## src/rtl/cpu_axi_bridge_if.sv

```systemverilog
// cpu_axi_bridge_if: SRAM-like inst/data ports plus the shared AXI3-subset master channels.
// master = bridge side, slave = CPU pipeline plus AXI interconnect side.
interface cpu_axi_bridge_if;
    logic        inst_req;
    logic [31:0] inst_addr;
    logic        inst_addr_ok;
    logic        inst_data_ok;
    logic [31:0] inst_rdata;
    logic        data_req;
    logic        data_wr;
    logic [1:0]  data_size;
    logic [31:0] data_addr;
    logic [31:0] data_wdata;
    logic [3:0]  data_wstrb;
    logic        data_addr_ok;
    logic        data_data_ok;
    logic [31:0] data_rdata;
    logic [3:0]  arid;
    logic [31:0] araddr;
    logic [2:0]  arsize;
    logic        arvalid;
    logic        arready;
    logic [3:0]  rid;
    logic [31:0] rdata;
    logic        rvalid;
    logic        rready;
    logic [31:0] awaddr;
    logic [2:0]  awsize;
    logic        awvalid;
    logic        awready;
    logic [31:0] wdata;
    logic [3:0]  wstrb;
    logic        wvalid;
    logic        wready;
    logic        bvalid;
    logic        bready;

    modport master (
        input  inst_req, inst_addr, data_req, data_wr, data_size, data_addr, data_wdata, data_wstrb,
        input  arready, rid, rdata, rvalid, awready, wready, bvalid,
        output inst_addr_ok, inst_data_ok, inst_rdata, data_addr_ok, data_data_ok, data_rdata,
        output arid, araddr, arsize, arvalid, rready, awaddr, awsize, awvalid, wdata, wstrb, wvalid, bready
    );

    modport slave (
        output inst_req, inst_addr, data_req, data_wr, data_size, data_addr, data_wdata, data_wstrb,
        output arready, rid, rdata, rvalid, awready, wready, bvalid,
        input  inst_addr_ok, inst_data_ok, inst_rdata, data_addr_ok, data_data_ok, data_rdata,
        input  arid, araddr, arsize, arvalid, rready, awaddr, awsize, awvalid, wdata, wstrb, wvalid, bready
    );
endinterface

```

## src/rtl/cpu_axi_bridge.sv

```systemverilog
// cpu_axi_bridge: shares one AXI master between the inst and data SRAM-like ports.
// Define BRIDGE_DATA_PRIO_EN to make data reads always win read arbitration (default: round-robin).
module cpu_axi_bridge (
    input  logic             clk,
    input  logic             resetn,
    cpu_axi_bridge_if.master bus
);
    localparam logic [1:0] R_IDLE  = 2'd0;
    localparam logic [1:0] R_AR    = 2'd1;
    localparam logic [1:0] R_WAIT  = 2'd2;
    localparam logic [1:0] W_IDLE  = 2'd0;
    localparam logic [1:0] W_SEND  = 2'd1;
    localparam logic [1:0] W_BRESP = 2'd2;

    logic [1:0]  r_state_q, r_state_d, w_state_q, w_state_d;
    logic        rsrc_q, rsrc_d;
    logic [31:0] araddr_q, araddr_d, awaddr_q, awaddr_d, wdata_q, wdata_d;
    logic [2:0]  arsize_q, arsize_d, awsize_q, awsize_d;
    logic [3:0]  wstrb_q, wstrb_d;
    logic        aw_pend_q, aw_pend_d, w_pend_q, w_pend_d;
    logic        r_idle, w_idle, inst_elig, data_rd_elig, grant_data, rd_grant, w_accept, r_done;
    logic        unused_rid;

    assign r_idle       = r_state_q == R_IDLE;
    assign w_idle       = w_state_q == W_IDLE;
    assign inst_elig    = bus.inst_req;
    assign data_rd_elig = bus.data_req & ~bus.data_wr & w_idle;
    assign rd_grant     = r_idle & (inst_elig | data_rd_elig);
    // A data write must not start while a data read is still in flight.
    assign w_accept     = w_idle & bus.data_req & bus.data_wr & (r_idle | ~rsrc_q);
    assign r_done       = bus.rvalid & (r_state_q == R_WAIT);
    assign unused_rid   = ^bus.rid;

`ifdef BRIDGE_DATA_PRIO_EN
    assign grant_data = data_rd_elig;
`else
    logic prefer_data_q, prefer_data_d;
    assign grant_data    = data_rd_elig & (~inst_elig | prefer_data_q);
    assign prefer_data_d = rd_grant ? ~grant_data : prefer_data_q;
    always_ff @(posedge clk or negedge resetn) begin
        if (!resetn) prefer_data_q <= 1'b0;
        else         prefer_data_q <= prefer_data_d;
    end
`endif

    always_comb begin
        r_state_d = r_idle ? (rd_grant ? R_AR : R_IDLE) :
                    (r_state_q == R_AR) ? (bus.arready ? R_WAIT : R_AR) :
                    (r_state_q == R_WAIT) ? (bus.rvalid ? R_IDLE : R_WAIT) : R_IDLE;
        rsrc_d    = rd_grant ? grant_data : rsrc_q;
        araddr_d  = rd_grant ? (grant_data ? bus.data_addr : bus.inst_addr) : araddr_q;
        arsize_d  = rd_grant ? (grant_data ? {1'b0, bus.data_size} : 3'd2) : arsize_q;
        aw_pend_d = w_accept | (aw_pend_q & ~bus.awready);
        w_pend_d  = w_accept | (w_pend_q & ~bus.wready);
        w_state_d = w_idle ? (w_accept ? W_SEND : W_IDLE) :
                    (w_state_q == W_SEND) ? ((aw_pend_d | w_pend_d) ? W_SEND : W_BRESP) :
                    (w_state_q == W_BRESP) ? (bus.bvalid ? W_IDLE : W_BRESP) : W_IDLE;
        awaddr_d  = w_accept ? bus.data_addr : awaddr_q;
        awsize_d  = w_accept ? {1'b0, bus.data_size} : awsize_q;
        wdata_d   = w_accept ? bus.data_wdata : wdata_q;
        wstrb_d   = w_accept ? bus.data_wstrb : wstrb_q;
    end

    always_ff @(posedge clk or negedge resetn) begin
        if (!resetn) begin
            r_state_q <= R_IDLE;
            w_state_q <= W_IDLE;
            rsrc_q    <= 1'b0;
            araddr_q  <= '0;
            arsize_q  <= '0;
            awaddr_q  <= '0;
            awsize_q  <= '0;
            wdata_q   <= '0;
            wstrb_q   <= '0;
            aw_pend_q <= 1'b0;
            w_pend_q  <= 1'b0;
        end else begin
            r_state_q <= r_state_d;
            w_state_q <= w_state_d;
            rsrc_q    <= rsrc_d;
            araddr_q  <= araddr_d;
            arsize_q  <= arsize_d;
            awaddr_q  <= awaddr_d;
            awsize_q  <= awsize_d;
            wdata_q   <= wdata_d;
            wstrb_q   <= wstrb_d;
            aw_pend_q <= aw_pend_d;
            w_pend_q  <= w_pend_d;
        end
    end

    assign bus.inst_addr_ok = r_idle & inst_elig & ~grant_data;
    assign bus.data_addr_ok = (r_idle & grant_data) | w_accept;
    assign bus.inst_data_ok = r_done & ~rsrc_q;
    assign bus.data_data_ok = (r_done & rsrc_q) | (bus.bvalid & (w_state_q == W_BRESP));
    assign bus.inst_rdata   = bus.rdata;
    assign bus.data_rdata   = bus.rdata;
    assign bus.arid         = {3'b000, rsrc_q};
    assign bus.araddr       = araddr_q;
    assign bus.arsize       = arsize_q;
    assign bus.arvalid      = r_state_q == R_AR;
    assign bus.rready       = r_state_q == R_WAIT;
    assign bus.awaddr       = awaddr_q;
    assign bus.awsize       = awsize_q;
    assign bus.awvalid      = aw_pend_q;
    assign bus.wdata        = wdata_q;
    assign bus.wstrb        = wstrb_q;
    assign bus.wvalid       = w_pend_q;
    assign bus.bready       = w_state_q == W_BRESP;
endmodule

```

## src/flat_wrapper.sv

```systemverilog
// flat-port wrapper written by rule: the top's interface ports become plain ports
module cpu_axi_bridge_flat 
  (clk, resetn, bus_inst_req, bus_inst_addr, bus_data_req, bus_data_wr, bus_data_size, bus_data_addr, bus_data_wdata, bus_data_wstrb, bus_arready, bus_rid, bus_rdata, bus_rvalid, bus_awready, bus_wready, bus_bvalid, bus_inst_addr_ok, bus_inst_data_ok, bus_inst_rdata, bus_data_addr_ok, bus_data_data_ok, bus_data_rdata, bus_arid, bus_araddr, bus_arsize, bus_arvalid, bus_rready, bus_awaddr, bus_awsize, bus_awvalid, bus_wdata, bus_wstrb, bus_wvalid, bus_bready);
  cpu_axi_bridge_if bus_i ();
  input  logic clk;
  input  logic resetn;
  input wire logic [$bits(bus_i.inst_req)-1:0] bus_inst_req;
  input wire logic [$bits(bus_i.inst_addr)-1:0] bus_inst_addr;
  input wire logic [$bits(bus_i.data_req)-1:0] bus_data_req;
  input wire logic [$bits(bus_i.data_wr)-1:0] bus_data_wr;
  input wire logic [$bits(bus_i.data_size)-1:0] bus_data_size;
  input wire logic [$bits(bus_i.data_addr)-1:0] bus_data_addr;
  input wire logic [$bits(bus_i.data_wdata)-1:0] bus_data_wdata;
  input wire logic [$bits(bus_i.data_wstrb)-1:0] bus_data_wstrb;
  input wire logic [$bits(bus_i.arready)-1:0] bus_arready;
  input wire logic [$bits(bus_i.rid)-1:0] bus_rid;
  input wire logic [$bits(bus_i.rdata)-1:0] bus_rdata;
  input wire logic [$bits(bus_i.rvalid)-1:0] bus_rvalid;
  input wire logic [$bits(bus_i.awready)-1:0] bus_awready;
  input wire logic [$bits(bus_i.wready)-1:0] bus_wready;
  input wire logic [$bits(bus_i.bvalid)-1:0] bus_bvalid;
  output wire logic [$bits(bus_i.inst_addr_ok)-1:0] bus_inst_addr_ok;
  output wire logic [$bits(bus_i.inst_data_ok)-1:0] bus_inst_data_ok;
  output wire logic [$bits(bus_i.inst_rdata)-1:0] bus_inst_rdata;
  output wire logic [$bits(bus_i.data_addr_ok)-1:0] bus_data_addr_ok;
  output wire logic [$bits(bus_i.data_data_ok)-1:0] bus_data_data_ok;
  output wire logic [$bits(bus_i.data_rdata)-1:0] bus_data_rdata;
  output wire logic [$bits(bus_i.arid)-1:0] bus_arid;
  output wire logic [$bits(bus_i.araddr)-1:0] bus_araddr;
  output wire logic [$bits(bus_i.arsize)-1:0] bus_arsize;
  output wire logic [$bits(bus_i.arvalid)-1:0] bus_arvalid;
  output wire logic [$bits(bus_i.rready)-1:0] bus_rready;
  output wire logic [$bits(bus_i.awaddr)-1:0] bus_awaddr;
  output wire logic [$bits(bus_i.awsize)-1:0] bus_awsize;
  output wire logic [$bits(bus_i.awvalid)-1:0] bus_awvalid;
  output wire logic [$bits(bus_i.wdata)-1:0] bus_wdata;
  output wire logic [$bits(bus_i.wstrb)-1:0] bus_wstrb;
  output wire logic [$bits(bus_i.wvalid)-1:0] bus_wvalid;
  output wire logic [$bits(bus_i.bready)-1:0] bus_bready;
  assign bus_i.inst_req = bus_inst_req;
  assign bus_i.inst_addr = bus_inst_addr;
  assign bus_i.data_req = bus_data_req;
  assign bus_i.data_wr = bus_data_wr;
  assign bus_i.data_size = bus_data_size;
  assign bus_i.data_addr = bus_data_addr;
  assign bus_i.data_wdata = bus_data_wdata;
  assign bus_i.data_wstrb = bus_data_wstrb;
  assign bus_i.arready = bus_arready;
  assign bus_i.rid = bus_rid;
  assign bus_i.rdata = bus_rdata;
  assign bus_i.rvalid = bus_rvalid;
  assign bus_i.awready = bus_awready;
  assign bus_i.wready = bus_wready;
  assign bus_i.bvalid = bus_bvalid;
  assign bus_inst_addr_ok = bus_i.inst_addr_ok;
  assign bus_inst_data_ok = bus_i.inst_data_ok;
  assign bus_inst_rdata = bus_i.inst_rdata;
  assign bus_data_addr_ok = bus_i.data_addr_ok;
  assign bus_data_data_ok = bus_i.data_data_ok;
  assign bus_data_rdata = bus_i.data_rdata;
  assign bus_arid = bus_i.arid;
  assign bus_araddr = bus_i.araddr;
  assign bus_arsize = bus_i.arsize;
  assign bus_arvalid = bus_i.arvalid;
  assign bus_rready = bus_i.rready;
  assign bus_awaddr = bus_i.awaddr;
  assign bus_awsize = bus_i.awsize;
  assign bus_awvalid = bus_i.awvalid;
  assign bus_wdata = bus_i.wdata;
  assign bus_wstrb = bus_i.wstrb;
  assign bus_wvalid = bus_i.wvalid;
  assign bus_bready = bus_i.bready;
  cpu_axi_bridge u_core (.clk(clk), .resetn(resetn), .bus(bus_i));
endmodule
```

## config.mk

```make
export PLATFORM = sky130hd
export DESIGN_NAME = cpu_axi_bridge_flat
export DESIGN_NICKNAME = d
export VERILOG_FILES = /design/src/rtl/cpu_axi_bridge_if.sv /design/src/rtl/cpu_axi_bridge.sv /design/src/flat_wrapper.sv
export SDC_FILE = /design/constraint.sdc
export NUM_CORES = 1
export LEC_CHECK = 0
export ABC_AREA = 1
export CAP_MARGIN = 25
export CORE_AREA = 8 8 129 131
export CTS_CLUSTER_DIAMETER = 150
export DETAILED_ROUTE_END_ITERATION = 6
export DIE_AREA = 0 0 137 139
export PLACE_DENSITY = 0.87
export SLEW_MARGIN = 30
export SYNTH_ARGS = -nofsm -noshare
export SYNTH_HDL_FRONTEND = slang
export SYNTH_SLANG_ARGS = --single-unit
```

## constraint.sdc

```tcl
create_clock -name clk -period 1.75 [get_ports clk]
set_input_delay 0.2625 -clock clk [delete_from_list [all_inputs] [get_ports clk]]
set_output_delay 0.2625 -clock clk [all_outputs]
set_load 0.02 [all_outputs]
```

==> PnR_summary.wiki <==
{| class="wikitable"
! Metric !! Value
|-
| Mean instance size in the synthesized netlist || 8.53 µm²
|-
| Fin nets || 921
|-
| Post-synthesis register bit count || 112
|-
| Setup violation total in the final timing report || 0
|-
| Vias in the first global route || 4920
|-
| Portion of the post-synthesis area used by sequential elements || 0.534
|-
| Post-synth EDFFs || 0
|-
| CP max stage cell || sky130_fd_sc_hd__dfrtp_1
|-
| Number of top-level design ports || 331
|-
| Routed length per instance || 18.1 µm
|-
| FF-to-FF End || u_core.bus.awsize[0]
|-
| Number of fill cells in the layout || 1335
|-
| Primary flip-flop cell chosen by synthesis mapping || sky130_fd_sc_hd__dfrtp_1
|-
| Max-cap violation count || 0
|-
| Inserted Diodes || 0
|-
| Cell depth of the worst flop-to-flop path || 7
|-
| Worst-Margin Slew || approximately 0.6 ns
|-
| Fin cells || 966
|-
| Die X || about 140 µm
|-
| Achievable frequency || 599 MHz
|-
| Latest clock arrival within the worst-skew pair || 0.35 ns
|-
| Synth Instances || approximately 600
|-
| Hold Buf Count CTS || 0
|-
| Worst slew margin || 0.601
|-
| Total iterations of the first detailed-routing run || 4
|-
| Top-area cell type share of the netlist area || 0.534
|-
| RSZ-0062 raised after global routing || true
|-
| Maximum fanout encountered on the critical timing path || 2
|-
| Final critical-path required period || 1.67 ns
|-
| Max rail drop VDD || 0.000782 V
|-
| HPWL after DPL || 12500 µm
|-
| Data arrival at the endpoint of the critical path || approximately 1.4 ns
|-
| All-layer global routing usage || 0.181
|-
| Residual antenna-violating net count after detailed routing || 0
|-
| CTS clock-pin slew for the worst setup and hold paths || roughly 0.08 ns
|-
| Area overhead of the layout relative to synthesis || 43.8%
|-
| Slowest stage delay, CP || ~0.41 ns
|-
| Floorplan die height || around 140 µm
|-
| Layout Skew || 0.00581 ns
|-
| Most common library cells after synthesis || 226 x sky130_fd_sc_hd__nand2_1, 112 x sky130_fd_sc_hd__dfrtp_1, 101 x sky130_fd_sc_hd__nand3_1
|-
| Number of distinct standard cells referenced by the synthesized netlist || 21
|-
| Setup slack on the worst flop-to-flop path || 0.25 ns
|-
| Leading area contributor after synthesis || sky130_fd_sc_hd__dfrtp_1
|-
| GR Overflow Total || 0
|-
| Violated checks || hold timing
|-
| Worst reg2reg startpoint || u_core.w_state_q[1]
|-
| Floorplan row count || 45
|-
| Cell with the most instances after synthesis || sky130_fd_sc_hd__nand2_1
|-
| Pwr dens || between 1500 and 2000 nW/µm²
|-
| Part of the total power dissipated in sequential elements || 0.326
|-
| Lkg Pwr || 3.60 nW
|-
| Share of total power in combinational logic || 0.530
|-
| Worst Setup Start Kind || flop
|-
| Largest net degree at the start of global routing || 113
|-
| Number of antenna violations at the first check in global routing || 0
|-
| Worst Hold Margin || -0.00248 ns
|-
| Final critical-path share of the clock period || 0.954
|-
| CTS tree || built
|-
| Switching share of power || 0.423
|-
| Switching power || 5.82 mW
|-
| Final Hold Fails || 2
|-
| Outcome || finished, violations left
|-
| Htree depth || 3
|-
| Final Wtd Congestion || ~0.76
|-
| Initial detailed-routing violation count || between 200 and 250
|-
| Total routed wirelength || 17500 µm
|-
| Number of buffers created by CTS || 9
|-
| Clock network power share || 0.144
|-
| Layout cells sized above 1 || 0.0758
|-
| Ys async rst share || 1.00
|-
| Internal portion of total power || 7.94 mW
|-
| Remaining routing DRC violations || 0
|-
| Number of warning messages in the yosys log || 0
|-
| Synthesized area || 5250 µm²
|-
| Root cell of the clock tree || sky130_fd_sc_hd__clkbuf_16
|-
| Cell-by-cell trace of the critical path || nor2_2 > nand2_1 > nor2_2 > nand3_1 > nand2_1 > clkbuf_4
|-
| Die ar. || 19000 µm²
|-
| # clock sinks || 112
|-
| I/O Buffers || 225
|-
| Max-slew violation count || 0
|-
| Crit path capture type || primary output
|-
| Area of the placeable core || 14800 µm²
|-
| Dominant cells by area after synthesis || sky130_fd_sc_hd__dfrtp_1 53%, sky130_fd_sc_hd__nand2_1 16%, sky130_fd_sc_hd__buf_4 10%, sky130_fd_sc_hd__nand3_1 9.6%, sky130_fd_sc_hd__nand4_1 4.1%
|-
| Critical path startpoint || u_core.w_state_q[1]
|-
| Crit path required time || 1.49 ns
|-
| Vias per Instance || 4.91
|-
| Wire length of the first global-routing pass || 27000 µm
|-
| Worst min-delay path category || input pin to asynchronous set/reset pin
|-
| Worst setup path class || flop to primary output
|-
| Starting density of the core || 0.356
|-
| Placed insts || between 900 and 1000
|-
| Clock tree buffer depth || 2
|-
| DR vias || 4740
|}
-- how the worst max path moves through the flow --
stage	to	slack (ns)	cells after the start
finish	bus_data_addr_ok	0.08	6
CTS	bus_arvalid	0.009	4
detailed placement	bus_data_addr_ok	-0.40	6
floorplan	bus_data_addr_ok	0.39	4
global placement	bus_data_addr_ok	-0.39	6
global route	bus_data_addr_ok	-0.01	6
-- what timing repair did --
| item | CTS | global route |
|---|---|---|
| resized for setup | 24 | 9 |
| gates cloned | 0 | 0 |
| setup buffers | 1 | 0 |
| setup endpoints to repair | 8 | 6 |
-- cells by family after synthesis --
kind of cell	Yosys count	share of synthesized area
flops	112	0.534
other cells	1	0.000715
simple gates	373	0.313
compound gates	9	0.00930
buf+inv	120	0.143
-- sequential cells by signal, summed over array words and instances (netlist names) --
| name | flops |
|---|---|
| u_core.r_state_q | 2 |
| u_core.bus.araddr | 32 |
| u_core.bus.awvalid | 1 |
| u_core.w_state_q | 2 |
| u_core.bus.wvalid | 1 |
| u_core.bus.wstrb | 4 |
| u_core.bus.awaddr | 32 |
| u_core.bus.wdata | 32 |
| u_core.bus.awsize | 2 |
| u_core.bus.arsize | 2 |
| u_core.rsrc_q | 1 |
| u_core.prefer_data_q | 1 |
-- power groups by stage --
stage | clock [mW] | combinational, mW | sequential [mW]
2_1_floorplan | 0 | 2.49 | 5.83
3_3_place_gp | 0 | 7.25 | 4.46
3_5_place_dp | 0 | 7.39 | 4.49
4_1_cts | 2.06 | 7.37 | 4.48
5_1_grt | 2.15 | 7.85 | 4.64
6_report | 1.98 | 7.29 | 4.48
-- final cells by class --
type                    count  area [µm²]  area share
clock buffers               9         225      0.0299
repair buffers            249        2450       0.325
flip-flops and latches    112        2800       0.372
multi-input cells         387        1720       0.228
clock inverters             7        55.1     0.00730
well taps                 188         235      0.0312
inverters                  14        52.6     0.00697
-- layer usage --
| layer | GRT usage | vias to the layer above | share of wire |
|---|---|---|---|
| met4 | 0.0624 | 0 | 0.017 |
| met3 | 0.0674 | 31 | 0.11 |
| li1 | - | 2229 | - |
| met2 | 0.302 | 240 | 0.50 |
| met5 | 0 | - | 0 |
| met1 | 0.208 | 2240 | 0.38 |
-- stage by stage --
step / worst slack, ns / power (mW) / setup TNS (ns) / util / area, µm²
after global placement: -0.386 / 11.7 / -1.96 / 0.493 / 7280
after global routing: -0.0107 / 14.6 / -0.0138 / 0.511 / 7540
final: 0.0799 / 13.8 / 0 / 0.511 / 7540
after detailed placement: -0.402 / 11.9 / -2.90 / 0.493 / 7280
after floorplan: 0.388 / 8.31 / 0 / - / 5260
after CTS: 0.00943 / 13.9 / 0 / 0.512 / 7550
-- placed cells by master, fill, tap and decap left out, types with 3 or more instances in the layout --
master,n
sky130_fd_sc_hd__buf_4,22
sky130_fd_sc_hd__nor2_2,3
sky130_fd_sc_hd__dfrtp_1,111
sky130_fd_sc_hd__nand2_1,226
sky130_fd_sc_hd__o21ai_0,6
sky130_fd_sc_hd__conb_1,5
sky130_fd_sc_hd__clkbuf_16,9
sky130_fd_sc_hd__dlygate4sd2_1,3
sky130_fd_sc_hd__clkdlybuf4s50_1,215
sky130_fd_sc_hd__inv_1,10
sky130_fd_sc_hd__nand3_1,101
sky130_fd_sc_hd__nand4_1,34
sky130_fd_sc_hd__nor2_1,5
sky130_fd_sc_hd__buf_12,4
sky130_fd_sc_hd__inv_2,4
-- critical path, delay by kind of cell, from the launching register on --
family | cells | cell delay (ns)
buffers and inverters | 1 | 0.17
flip-flops | 1 | 0.41
AND/OR/NAND/NOR | 5 | 0.48
Power figures use the tool's default switching activity.
